==> src/rtl/fetch_pkg.sv <==
// Shared types and defaults for the instruction-fetch stage.
// The queue entry pairs a fetched word with the PC+4 that decode needs.
package fetch_pkg;

  localparam logic [31:0] DEFAULT_RESET_PC  = 32'h0000_0000;
  localparam logic [31:0] DEFAULT_NOP_INSTR = 32'h0000_0020;
  localparam logic [31:0] PC_STEP           = 32'd4;

  typedef struct packed {
    logic [31:0] pc4;
    logic [31:0] instr;
  } fetch_entry_t;

  // Sequential fetch address; wraps mod 2^32 by construction.
  function automatic logic [31:0] pc_next(input logic [31:0] pc);
    return pc + PC_STEP;
  endfunction

endpackage

==> src/rtl/fetch_fifo.sv <==
// Small synchronous prefetch FIFO with flush; head is visible combinationally.
// DEPTH must be a power of two so the pointers wrap naturally.
module fetch_fifo
  import fetch_pkg::*;
#(
  parameter int  DEPTH = 4,
  parameter type T     = fetch_entry_t
) (
  input  logic                       clk,
  input  logic                       clr,
  input  logic                       push,
  input  T                           push_data,
  input  logic                       pop,
  input  logic                       flush,
  output T                           head,
  output logic                       empty,
  output logic [$clog2(DEPTH+1)-1:0] count
);

  localparam int PW = $clog2(DEPTH);
  localparam int CW = $clog2(DEPTH+1);

  T               mem [DEPTH];
  logic [PW-1:0]  wr_ptr;
  logic [PW-1:0]  rd_ptr;
  logic           full;
  logic           do_push;
  logic           do_pop;

  assign empty   = (count == '0);
  assign full    = (count == CW'(DEPTH));
  assign do_pop  = pop && !empty;
  // A push into a full queue is legal only when the head leaves in the same cycle.
  assign do_push = push && (!full || do_pop);
  assign head    = mem[rd_ptr];

  always_ff @(posedge clk or posedge clr) begin
    if (clr) begin
      wr_ptr <= '0;
      rd_ptr <= '0;
      count  <= '0;
    end else if (flush) begin
      wr_ptr <= '0;
      rd_ptr <= '0;
      count  <= '0;
    end else begin
      if (do_push) wr_ptr <= wr_ptr + 1'b1;
      if (do_pop)  rd_ptr <= rd_ptr + 1'b1;
      count <= count + CW'(do_push) - CW'(do_pop);
    end
  end

  always_ff @(posedge clk) begin
    if (do_push && !flush) mem[wr_ptr] <= push_data;
  end

endmodule

==> src/rtl/fetch_unit.sv <==
// IF stage: PC generation, single-outstanding imem handshake, prefetch queue
// and the IF/ID output register with stall, redirect and bubble insertion.
module fetch_unit
  import fetch_pkg::*;
#(
  parameter int          DEPTH     = 4,
  parameter logic [31:0] RESET_PC  = DEFAULT_RESET_PC,
  parameter logic [31:0] NOP_INSTR = DEFAULT_NOP_INSTR
) (
  input  logic                       clk,
  input  logic                       clr,
  output logic                       imem_req,
  output logic [31:0]                imem_addr,
  input  logic                       imem_gnt,
  input  logic                       imem_rvalid,
  input  logic [31:0]                imem_rdata,
  input  logic                       id_stall,
  input  logic                       redirect,
  input  logic [31:0]                redirect_pc,
  output logic                       id_valid,
  output logic [31:0]                id_instr,
  output logic [31:0]                id_pc4,
  output logic [$clog2(DEPTH+1)-1:0] q_count
);

  localparam int CW = $clog2(DEPTH+1);

  logic [31:0]  fetch_pc;
  logic [31:0]  tag_pc4;
  logic         outstanding;
  logic         discard;
  logic         issue;
  logic         rsp;
  logic         push;
  logic         pop;
  logic         q_empty;
  fetch_entry_t rsp_entry;
  fetch_entry_t head;

  // Request side: at most one in flight, and only when the queue has room for it.
  assign imem_req  = !clr && !redirect && !outstanding && (q_count < CW'(DEPTH));
  assign imem_addr = fetch_pc;
  assign issue     = imem_req && imem_gnt;

  // A zero-wait memory answers in the grant cycle, before outstanding is set.
  assign rsp             = imem_rvalid && (outstanding || issue);
  assign rsp_entry.pc4   = outstanding ? tag_pc4 : pc_next(fetch_pc);
  assign rsp_entry.instr = imem_rdata;
  assign push            = rsp && !discard && !redirect;
  assign pop             = !redirect && !id_stall && !q_empty;

  fetch_fifo #(
    .DEPTH (DEPTH),
    .T     (fetch_entry_t)
  ) u_fifo (
    .clk       (clk),
    .clr       (clr),
    .push      (push),
    .push_data (rsp_entry),
    .pop       (pop),
    .flush     (redirect),
    .head      (head),
    .empty     (q_empty),
    .count     (q_count)
  );

  // Fetch control: PC, in-flight flag and the drop-next-response flag.
  always_ff @(posedge clk or posedge clr) begin
    if (clr) begin
      fetch_pc    <= RESET_PC;
      outstanding <= 1'b0;
      discard     <= 1'b0;
    end else begin
      if (redirect)   fetch_pc <= redirect_pc;
      else if (issue) fetch_pc <= pc_next(fetch_pc);

      if (rsp)        outstanding <= 1'b0;
      else if (issue) outstanding <= 1'b1;

      // The word still in flight at redirect belongs to the old path.
      if (redirect) discard <= outstanding && !imem_rvalid;
      else if (rsp) discard <= 1'b0;
    end
  end

  always_ff @(posedge clk) begin
    if (issue) tag_pc4 <= pc_next(fetch_pc);
  end

  // IF/ID register boundary.
  always_ff @(posedge clk or posedge clr) begin
    if (clr) begin
      id_valid <= 1'b0;
      id_instr <= NOP_INSTR;
      id_pc4   <= '0;
    end else if (redirect) begin
      id_valid <= 1'b0;
      id_instr <= NOP_INSTR;
    end else if (!id_stall) begin
      if (!q_empty) begin
        id_valid <= 1'b1;
        id_instr <= head.instr;
        id_pc4   <= head.pc4;
      end else begin
        id_valid <= 1'b0;
        id_instr <= NOP_INSTR;
      end
    end
  end

endmodule

==> config.mk <==
export PLATFORM = sky130hd
export DESIGN_NAME = fetch_unit
export DESIGN_NICKNAME = d
export VERILOG_FILES = /design/src/rtl/fetch_pkg.sv /design/src/rtl/fetch_fifo.sv /design/src/rtl/fetch_unit.sv
export SDC_FILE = /design/constraint.sdc
export NUM_CORES = 1
export LEC_CHECK = 0
export BUFFER_PORTS_ARGS = -buffer_cell sky130_fd_sc_hd__buf_2
export CORE_MARGIN = 2
export CORE_UTILIZATION = 35
export DETAILED_ROUTE_END_ITERATION = 8
export SETUP_SLACK_MARGIN = 0.05
export SYNTH_ARGS = -nofsm -noshare
export SYNTH_HDL_FRONTEND = slang
export SYNTH_SLANG_ARGS = --single-unit
==> constraint.sdc <==
create_clock -name clk -period 8.85 [get_ports clk]
set_input_delay 0.885 -clock clk [delete_from_list [all_inputs] [get_ports clk]]
set_output_delay 0.885 -clock clk [all_outputs]
set_load 0.01 [all_outputs]
==> impl_metrics.csv, run 1 <==
group,metric,value,unit
run_status,status,"finished, final reports clean",
floorplan,chipHeight,215,µm
finish,seqCellArea,0.0113,mm²
clock_network,clk_pin_slew,0.06,ns
drt,route.detailed.vias_per_inst,4.89,
floorplan,fp.dieArea,0.0464,mm²
clock_network,ctsHoldBuffers,0,
critical_path,endpoint_kind,"flop",
logic_synthesis,synth.lib_cells_used.distinct,56,
clock_network,ctsHtreeMaxLevel,2,
critical_path,classification_of_the_worst_setup_path,"in2reg",
sta,hold_violation_count_in_the_final_report,0,
drt,firstDrtPassIters,5,
sta,finalSetupViolCount,0,
clock_network,tritoncts_buffer_count,42,
critical_path,worst_setup_path_start_kind,"primary input",
logic_synthesis,netlist.area_leader.share,55.3,%
clock_network,post_cts_resized,0,
logic_synthesis,synth.largest_area_cell,"sky130_fd_sc_hd__edfxtp_1",
logic_synthesis,net_count_of_the_mapped_netlist,990,
finish,finish.utilization,41.7,%
drt,drt-wirelength-per-cell,19.5,µm
floorplan,io_pins,171,
logic_synthesis,yosysSeqAreaShare,72.2,%
logic_synthesis,synth_enable_flop_cells,288,
finish,num-fill-cells,3977,
sta,relSlewSlack,30.2,%
drt,route.vias.total,8363,
clock_network,tritoncts,"built",
sta,slew_violations,0,
clock_network,clock_latency,0.54,ns
logic_synthesis,synth_warnings,0,
sta,timing.clock.skew,0.0135,ns
global_route,grt_pass1_wl,51700,µm
clock_network,postCtsSetupRepairBufs,0,
power,power.share.switching,25.7,%
power,power.static_leakage,6.90,nW
drt,remaining_drc_errors,0,
power,worst_ir_drop_vdd,0.000137,V
power,share_clk_of_total_power,36.5,%
placement,place.port_buffers,170,
finish,drive_above_1_share,32.6,%
critical_path,worst_ep_required_time,9.01,ns
placement,dp.final_hpwl,20600,µm
placement,pre_cts_ws,4.67,ns
sta,tightestPinTransition,1.05,ns
critical_path,cp_data_arrival_time,3.77,ns
logic_synthesis,synth-async-reset-ratio,26.9,%
global_route,antenna_found_initial,1,
sta,achievable_frequency,277,MHz
logic_synthesis,ys_ff_latch,394,
logic_synthesis,synth-main-ff-cell,"sky130_fd_sc_hd__edfxtp_1",
sta,rsz0062_at_grt,"false",
finish,finalNetCount,1162,
floorplan,die_width,215,µm
sta,period_minus_slack,3.61,ns
global_route,grt-ovfl-total,0,
global_route,pin_count_of_the_biggest_net_entering_global_routing,74,
run,drv.max_cap_violation_count,0,
clock_network,cts.path.max_buffers,3,
power,power.internal,3.50,mW
finish,area.growth.synth_to_final,17.9,%
clock_network,clock-root-buffer,"sky130_fd_sc_hd__clkbuf_16",
placement,gpl.final_weighted_congestion,0.768,
global_route,first_global_vias,8469,
drt,detail_route.wirelength,33400,µm
power,comb_power_share,14.7,%
floorplan,core.rowCount,77,
sta,period_share,40.8,%
global_route,grtUsageTotal,14.5,%
floorplan,coreArea,0.0442,mm²
drt,detail-route-antenna-nets,0,
power,p_sw,1.21,mW
finish,multiInputGateArea,0.00407,mm²
critical_path,r2r.worst_path.cells,6,
logic_synthesis,syn_area_per_cell,17.2,µm²
logic_synthesis,synth_cells,912,
power,powerDensity,255,mW/mm²
placement,placed_cells,1632,
logic_synthesis,synth_area,0.0156,mm²
power,share_seq_of_total_power,48.7,%
floorplan,initial_utilization,35.4,%
logic_synthesis,yosys-top-cells-area,"sky130_fd_sc_hd__edfxtp_1 (55%), sky130_fd_sc_hd__dfrtp_1 (17%), sky130_fd_sc_hd__mux4_2 (9.2%)",
finish,finalNonFillerCells,1711,
drt,drt_first_iter_violations,606,
sta,timing.setup.tns,0,ns
min_path,min-delay-path-class,"in2async",
sta,fin_ws,5.24,ns
critical_path,path_max_fanout,64,
clock_network,cts_num_sinks,394,
-- synthesized netlist by cell type (2+ instances only) --
cell	number
sky130_fd_sc_hd__nor3_1	5
sky130_fd_sc_hd__buf_6	3
sky130_fd_sc_hd__dfrtp_1	105
sky130_fd_sc_hd__or3_1	4
sky130_fd_sc_hd__nand2_1	128
sky130_fd_sc_hd__a22o_1	36
sky130_fd_sc_hd__xor2_1	7
sky130_fd_sc_hd__mux2i_1	2
sky130_fd_sc_hd__clkbuf_1	28
sky130_fd_sc_hd__o21ai_0	17
sky130_fd_sc_hd__edfxtp_1	288
sky130_fd_sc_hd__nand2b_1	2
sky130_fd_sc_hd__and3_1	4
sky130_fd_sc_hd__ha_1	7
sky130_fd_sc_hd__nand3_1	16
sky130_fd_sc_hd__buf_2	17
sky130_fd_sc_hd__and4_4	2
sky130_fd_sc_hd__inv_1	13
sky130_fd_sc_hd__nor4_4	3
sky130_fd_sc_hd__o311ai_0	6
sky130_fd_sc_hd__xnor2_1	21
sky130_fd_sc_hd__nand2_2	2
sky130_fd_sc_hd__and2_1	4
sky130_fd_sc_hd__nor2_1	20
sky130_fd_sc_hd__a31oi_1	4
sky130_fd_sc_hd__o21ai_2	2
sky130_fd_sc_hd__buf_4	2
sky130_fd_sc_hd__a22oi_1	10
sky130_fd_sc_hd__nor2b_1	4
sky130_fd_sc_hd__a21oi_1	5
sky130_fd_sc_hd__a21o_1	5
sky130_fd_sc_hd__nor3b_1	3
sky130_fd_sc_hd__xor2_2	3
sky130_fd_sc_hd__nor4_1	2
sky130_fd_sc_hd__mux2_2	33
sky130_fd_sc_hd__mux4_2	64
sky130_fd_sc_hd__nand4_1	11
sky130_fd_sc_hd__a221o_1	6
-- final timing paths --
check                                                from                           end  slack, ns
worst max-delay path                             redirect    u_fifo.mem[1][3]$_DFFE_PP_       5.24
worst min-delay path                                  clr     imem_addr[13]$_DFFE_PP0N_       0.38
worst max register to register  u_fifo.count[2]$_DFF_PP0_    u_fifo.mem[1][3]$_DFFE_PP_       5.56
worst min register to register      id_pc4[7]$_DFFE_PP0P_         id_pc4[7]$_DFFE_PP0P_       0.47
max in group asynchronous                             clr  u_fifo.rd_ptr[0]$_DFFE_PP0P_       6.97
min in group clk                    id_pc4[7]$_DFFE_PP0P_         id_pc4[7]$_DFFE_PP0P_       0.47
-- placed cells by master, fill, tap and decap left out, types with 7 or more instances in the layout --
master                      synthesis  routed
sky130_fd_sc_hd__edfxtp_1         288     288
sky130_fd_sc_hd__buf_2             17     170
sky130_fd_sc_hd__nand2_1          128     128
sky130_fd_sc_hd__dfrtp_1          105     103
sky130_fd_sc_hd__mux4_2            64      64
sky130_fd_sc_hd__clkbuf_16          0      43
sky130_fd_sc_hd__a22o_1            36      36
sky130_fd_sc_hd__mux2_2            33      33
sky130_fd_sc_hd__xnor2_1           21      21
sky130_fd_sc_hd__nor2_1            20      20
sky130_fd_sc_hd__clkbuf_1          28      20
sky130_fd_sc_hd__o21ai_0           17      17
sky130_fd_sc_hd__nand3_1           16      16
sky130_fd_sc_hd__nand4_1           11      11
sky130_fd_sc_hd__inv_1             13      11
sky130_fd_sc_hd__a22oi_1           10      10
sky130_fd_sc_hd__buf_4              2       9
sky130_fd_sc_hd__xor2_1             7       7
sky130_fd_sc_hd__ha_1               7       7
-- metal layers --
layer  routed length, µm  vias to the layer above  track usage (%)
li1                    -                     3854                -
met3                1570                       35             2.61
met1               16300                     4240             21.7
met5                   0                        -                0
met2               15100                      234             22.1
met4                 427                        0             3.13
-- layout make-up --
type	count	area share (%)
Sequential cell	394	61.3
Multi-Input combinational cell	453	22.1
Clock buffer	66	6.46
Timing Repair Buffer	179	4.98
Tap cell	592	4.01
Clock inverter	12	0.895
Inverter	14	0.298
Antenna cell	1	0.0136
-- registers in the layout, indices dropped and copies added, names as in the netlist, 2 cells and up --
| name | cells |
|---|---|
| u_fifo.wr_ptr | 2 |
| u_fifo.rd_ptr | 2 |
| u_fifo.count | 3 |
| tag_pc4 | 32 |
| id_pc4 | 32 |
| u_fifo.mem | 256 |
| id_instr | 32 |
| imem_addr | 32 |
-- kinds of logic after synthesis --
| kind of cell | after synthesis | share of synthesized area (%) |
|---|---|---|
| AO/OA/AOI/OAI | 94 | 4.56 |
| flip-flops | 394 | 72.2 |
| XOR/XNOR | 31 | 1.88 |
| adder cells (fa/ha/maj) | 8 | 0.688 |
| multiplexers | 100 | 11.8 |
| buffers and inverters | 65 | 1.89 |
| AND/OR/NAND/NOR | 220 | 6.98 |
-- power groups by stage --
stage / registers [mW] / clock network, mW / logic (mW)
floorplan: 2.32 / 0 / 0.433
global placement: 2.33 / 0 / 0.701
detailed placement: 2.34 / 0 / 0.711
CTS: 2.30 / 1.76 / 0.715
global route: 2.32 / 1.84 / 0.764
finish: 2.29 / 1.72 / 0.694
-- metrics by stage --
| step | instance area (µm²) | power, mW | hold slack (ns) |
|---|---|---|---|
| finish | 18500 | 4.71 | 0.380 |
| global route | 18500 | 4.92 | 0.421 |
| floorplan | 15600 | 2.75 | 0.465 |
| global placement | 17100 | 3.03 | 0.448 |
| detailed placement | 17100 | 3.05 | 0.461 |
| CTS | 18500 | 4.78 | 0.388 |
-- worst max-delay path, cell delays in order --
cell and delay, ns:
sky130_fd_sc_hd__buf_2 0.10, sky130_fd_sc_hd__buf_4 0.28, sky130_fd_sc_hd__nor4_4 0.37, sky130_fd_sc_hd__nand2_2 0.40
sky130_fd_sc_hd__inv_2 0.19, sky130_fd_sc_hd__o21ai_2 0.09, sky130_fd_sc_hd__nor4_4 0.44, sky130_fd_sc_hd__and2_4 0.87
No activity file was read; power rests on OpenSTA's default activity.
==> run 2: changes to the inputs <==
==> constraint.sdc (replaced) <==
create_clock -name clk -period 3.3 [get_ports clk]
set_input_delay 0.33 -clock clk [delete_from_list [all_inputs] [get_ports clk]]
set_output_delay 0.33 -clock clk [all_outputs]
set_load 0.01 [all_outputs]
==> run 2 against run 1 <==
  * Sequential share of layout area fell by 1.7 points
  * Register-to-register slack worse by 4.8 ns
  * First-iteration DRC count decreased by 3.5%
  * Critical path type is now reg2reg
==> impl_metrics.csv, run 2 (synthesis results as in run 1) <==
group,metric,value,unit
run_status,status,"finished, final reports clean",
critical_path,cp_cell_sequence,"nor4_4 -> nand2_2 -> inv_2 -> o21ai_2 -> nor4_4 -> and2_4 -> buf_4",
sta,tightestPinTransition,0.990,ns
drt,detail-route-antenna-nets,0,
drt,route.detailed.vias_per_inst,4.92,
placement,place.port_buffers,170,
min_path,min-delay-path-class,"in2reg",
global_route,grtUsageTotal,15.2,%
global_route,first_global_vias,8966,
sta,period_share,77.5,%
power,power.static_leakage,7.14,nW
drt,remaining_drc_errors,0,
floorplan,io_pins,171,
critical_path,worst_setup_path_start_kind,"flop",
clock_network,tritoncts_buffer_count,42,
run,drv.max_cap_violation_count,0,
finish,drive_above_1_share,32.2,%
global_route,antenna_found_initial,0,
power,worst_ir_drop_vdd,0.000348,V
floorplan,chipHeight,215,µm
clock_network,tritoncts,"built",
clock_network,ctsHtreeMaxLevel,2,
critical_path,classification_of_the_worst_setup_path,"reg2reg",
sta,rsz0062_at_grt,"false",
sta,hold_violation_count_in_the_final_report,0,
floorplan,initial_utilization,35.4,%
critical_path,cp_data_arrival_time,2.81,ns
sta,finalSetupViolCount,0,
floorplan,fp.dieArea,0.0464,mm²
sta,timing.setup.tns,0,ns
global_route,grt-ovfl-total,0,
clock_network,clock_latency,0.56,ns
finish,layout_common_cells,"sky130_fd_sc_hd__edfxtp_1 (288), sky130_fd_sc_hd__buf_2 (170), sky130_fd_sc_hd__nand2_1 (128)",
sta,slew_violations,0,
finish,largest_reg_flops,256,
critical_path,path_delay_family,"simple AND/OR/NAND/NOR gates",
critical_path,cpPeakStageDelay,0.50,ns
power,powerDensity,660,mW/mm²
floorplan,die_width,215,µm
finish,finalNetCount,1220,
clock_network,post_cts_resized,0,
sta,timing.clock.skew,0.0165,ns
floorplan,core.rowCount,77,
drt,firstDrtPassIters,5,
sta,relSlewSlack,34.0,%
drt,route.vias.total,8688,
global_route,pin_count_of_the_biggest_net_entering_global_routing,66,
clock_network,cts.path.max_buffers,3,
finish,leading_cell_type_in_the_layout_fill_and_taps_excluded,"sky130_fd_sc_hd__edfxtp_1",
finish,area.growth.synth_to_final,21.3,%
critical_path,worst_ep_required_time,3.55,ns
critical_path,path_max_fanout,24,
placement,gpl.final_weighted_congestion,0.792,
sta,period_minus_slack,2.56,ns
finish,finalNonFillerCells,1766,
floorplan,coreArea,0.0442,mm²
placement,placed_cells,1650,
drt,detail_route.wirelength,34900,µm
placement,dp.final_hpwl,23000,µm
global_route,grt_pass1_wl,54600,µm
clock_network,clock-root-buffer,"sky130_fd_sc_hd__clkbuf_16",
clock_network,cts_num_sinks,394,
clock_network,clk_pin_slew,0.06,ns
critical_path,endpoint_kind,"flop",
drt,drt-wirelength-per-cell,19.7,µm
finish,registers.top_by_ff_count,"u_fifo.mem",
finish,insertedDiodeCount,0,
critical_path,critPathMostFrequentCell,"sky130_fd_sc_hd__nor4_4",
critical_path,timing.critical_path.buf_inv,2,
critical_path,critical_path.slowest_cell,"sky130_fd_sc_hd__and2_4",
sta,achievable_frequency,391,MHz
drt,drt_first_iter_violations,585,
## run 2: cell types whose count changed in the layout (fill, tap and decap cells not counted), sizes merged
cell         delta
buf            +18
bufinv          -2
clkinv          +2
inv             +1
diode           -1
clkbuf          -3
dlygate4sd3    +40
## run 2: final cells by class
cell class / instances / area, µm²
sequential: 394 / 11300
multi-input combinational: 453 / 4070
clock buffer: 63 / 1180
fill: 3926 / 25200
inverter: 14 / 55.1
timing repair buffer: 237 / 1530
tap: 592 / 741
clock inverter: 13 / 104
## run 2: routing by layer
layer,routed length (µm),track usage (%)
met5,0,0
met4,609,4.30
met3,1640,2.51
met2,15900,23.2
met1,16800,22.7
## run 2: final timing paths
| check | from | end | slack (ns) | cells past startpoint |
|---|---|---|---|---|
| setup / recovery | u_fifo.count[2]$_DFF_PP0_ | u_fifo.mem[1][38]$_DFFE_PP_ | 0.74 | 7 |
| hold / removal | redirect_pc[13] | imem_addr[13]$_DFFE_PP0N_ | 0.02 | 3 |
| setup reg to reg | u_fifo.count[2]$_DFF_PP0_ | u_fifo.mem[1][38]$_DFFE_PP_ | 0.74 | 7 |
| hold reg to reg | id_instr[5]$_DFFE_PP1P_ | id_instr[5]$_DFFE_PP1P_ | 0.46 | 2 |
| max in group asynchronous | clr | id_instr[19]$_DFFE_PP0P_ | 2.00 | 4 |
| min in group asynchronous | clr | imem_addr[11]$_DFFE_PP0N_ | 0.46 | 3 |
## run 2: repair_timing
item | in CTS | in global routing
setup buffers | 0 | 0
endpoints found under the hold margin | 143 | 0
hold buffers | 40 | 0
## run 2: power breakdown
part	leakage [nW]	switching, mW	internal [mW]	total [mW]
clock network	0.621	1.88	2.56	4.44
logic	2.55	1.07	0.918	1.98
registers	3.97	0.329	5.78	6.11
total	7.14	3.27	9.26	12.5
## run 2: worst reg2reg max path: stages (launching register included)
cell                      delay, ns
sky130_fd_sc_hd__dfrtp_1       0.46
sky130_fd_sc_hd__nor4_4        0.32
sky130_fd_sc_hd__nand2_2       0.10
sky130_fd_sc_hd__inv_2         0.07
sky130_fd_sc_hd__o21ai_2       0.07
sky130_fd_sc_hd__nor4_4        0.44
sky130_fd_sc_hd__and2_4        0.50
sky130_fd_sc_hd__buf_4         0.29
## run 2: through the flow
step / instance area, µm² / setup slack, ns / power (mW) / utilization, % / hold WS (ns)
finish: 19000 / 0.743 / 12.5 / 42.9 / 0.0232
global route: 19000 / 0.603 / 13.1 / 42.9 / 0.00890
CTS: 19000 / 0.706 / 12.7 / 42.9 / 0.000287
detailed placement: 17300 / 0.555 / 8.21 / 39.1 / 0.451
global placement: 17300 / 0.629 / 8.18 / 39.1 / 0.450
floorplan: 15700 / 0.183 / 7.39 / - / 0.396
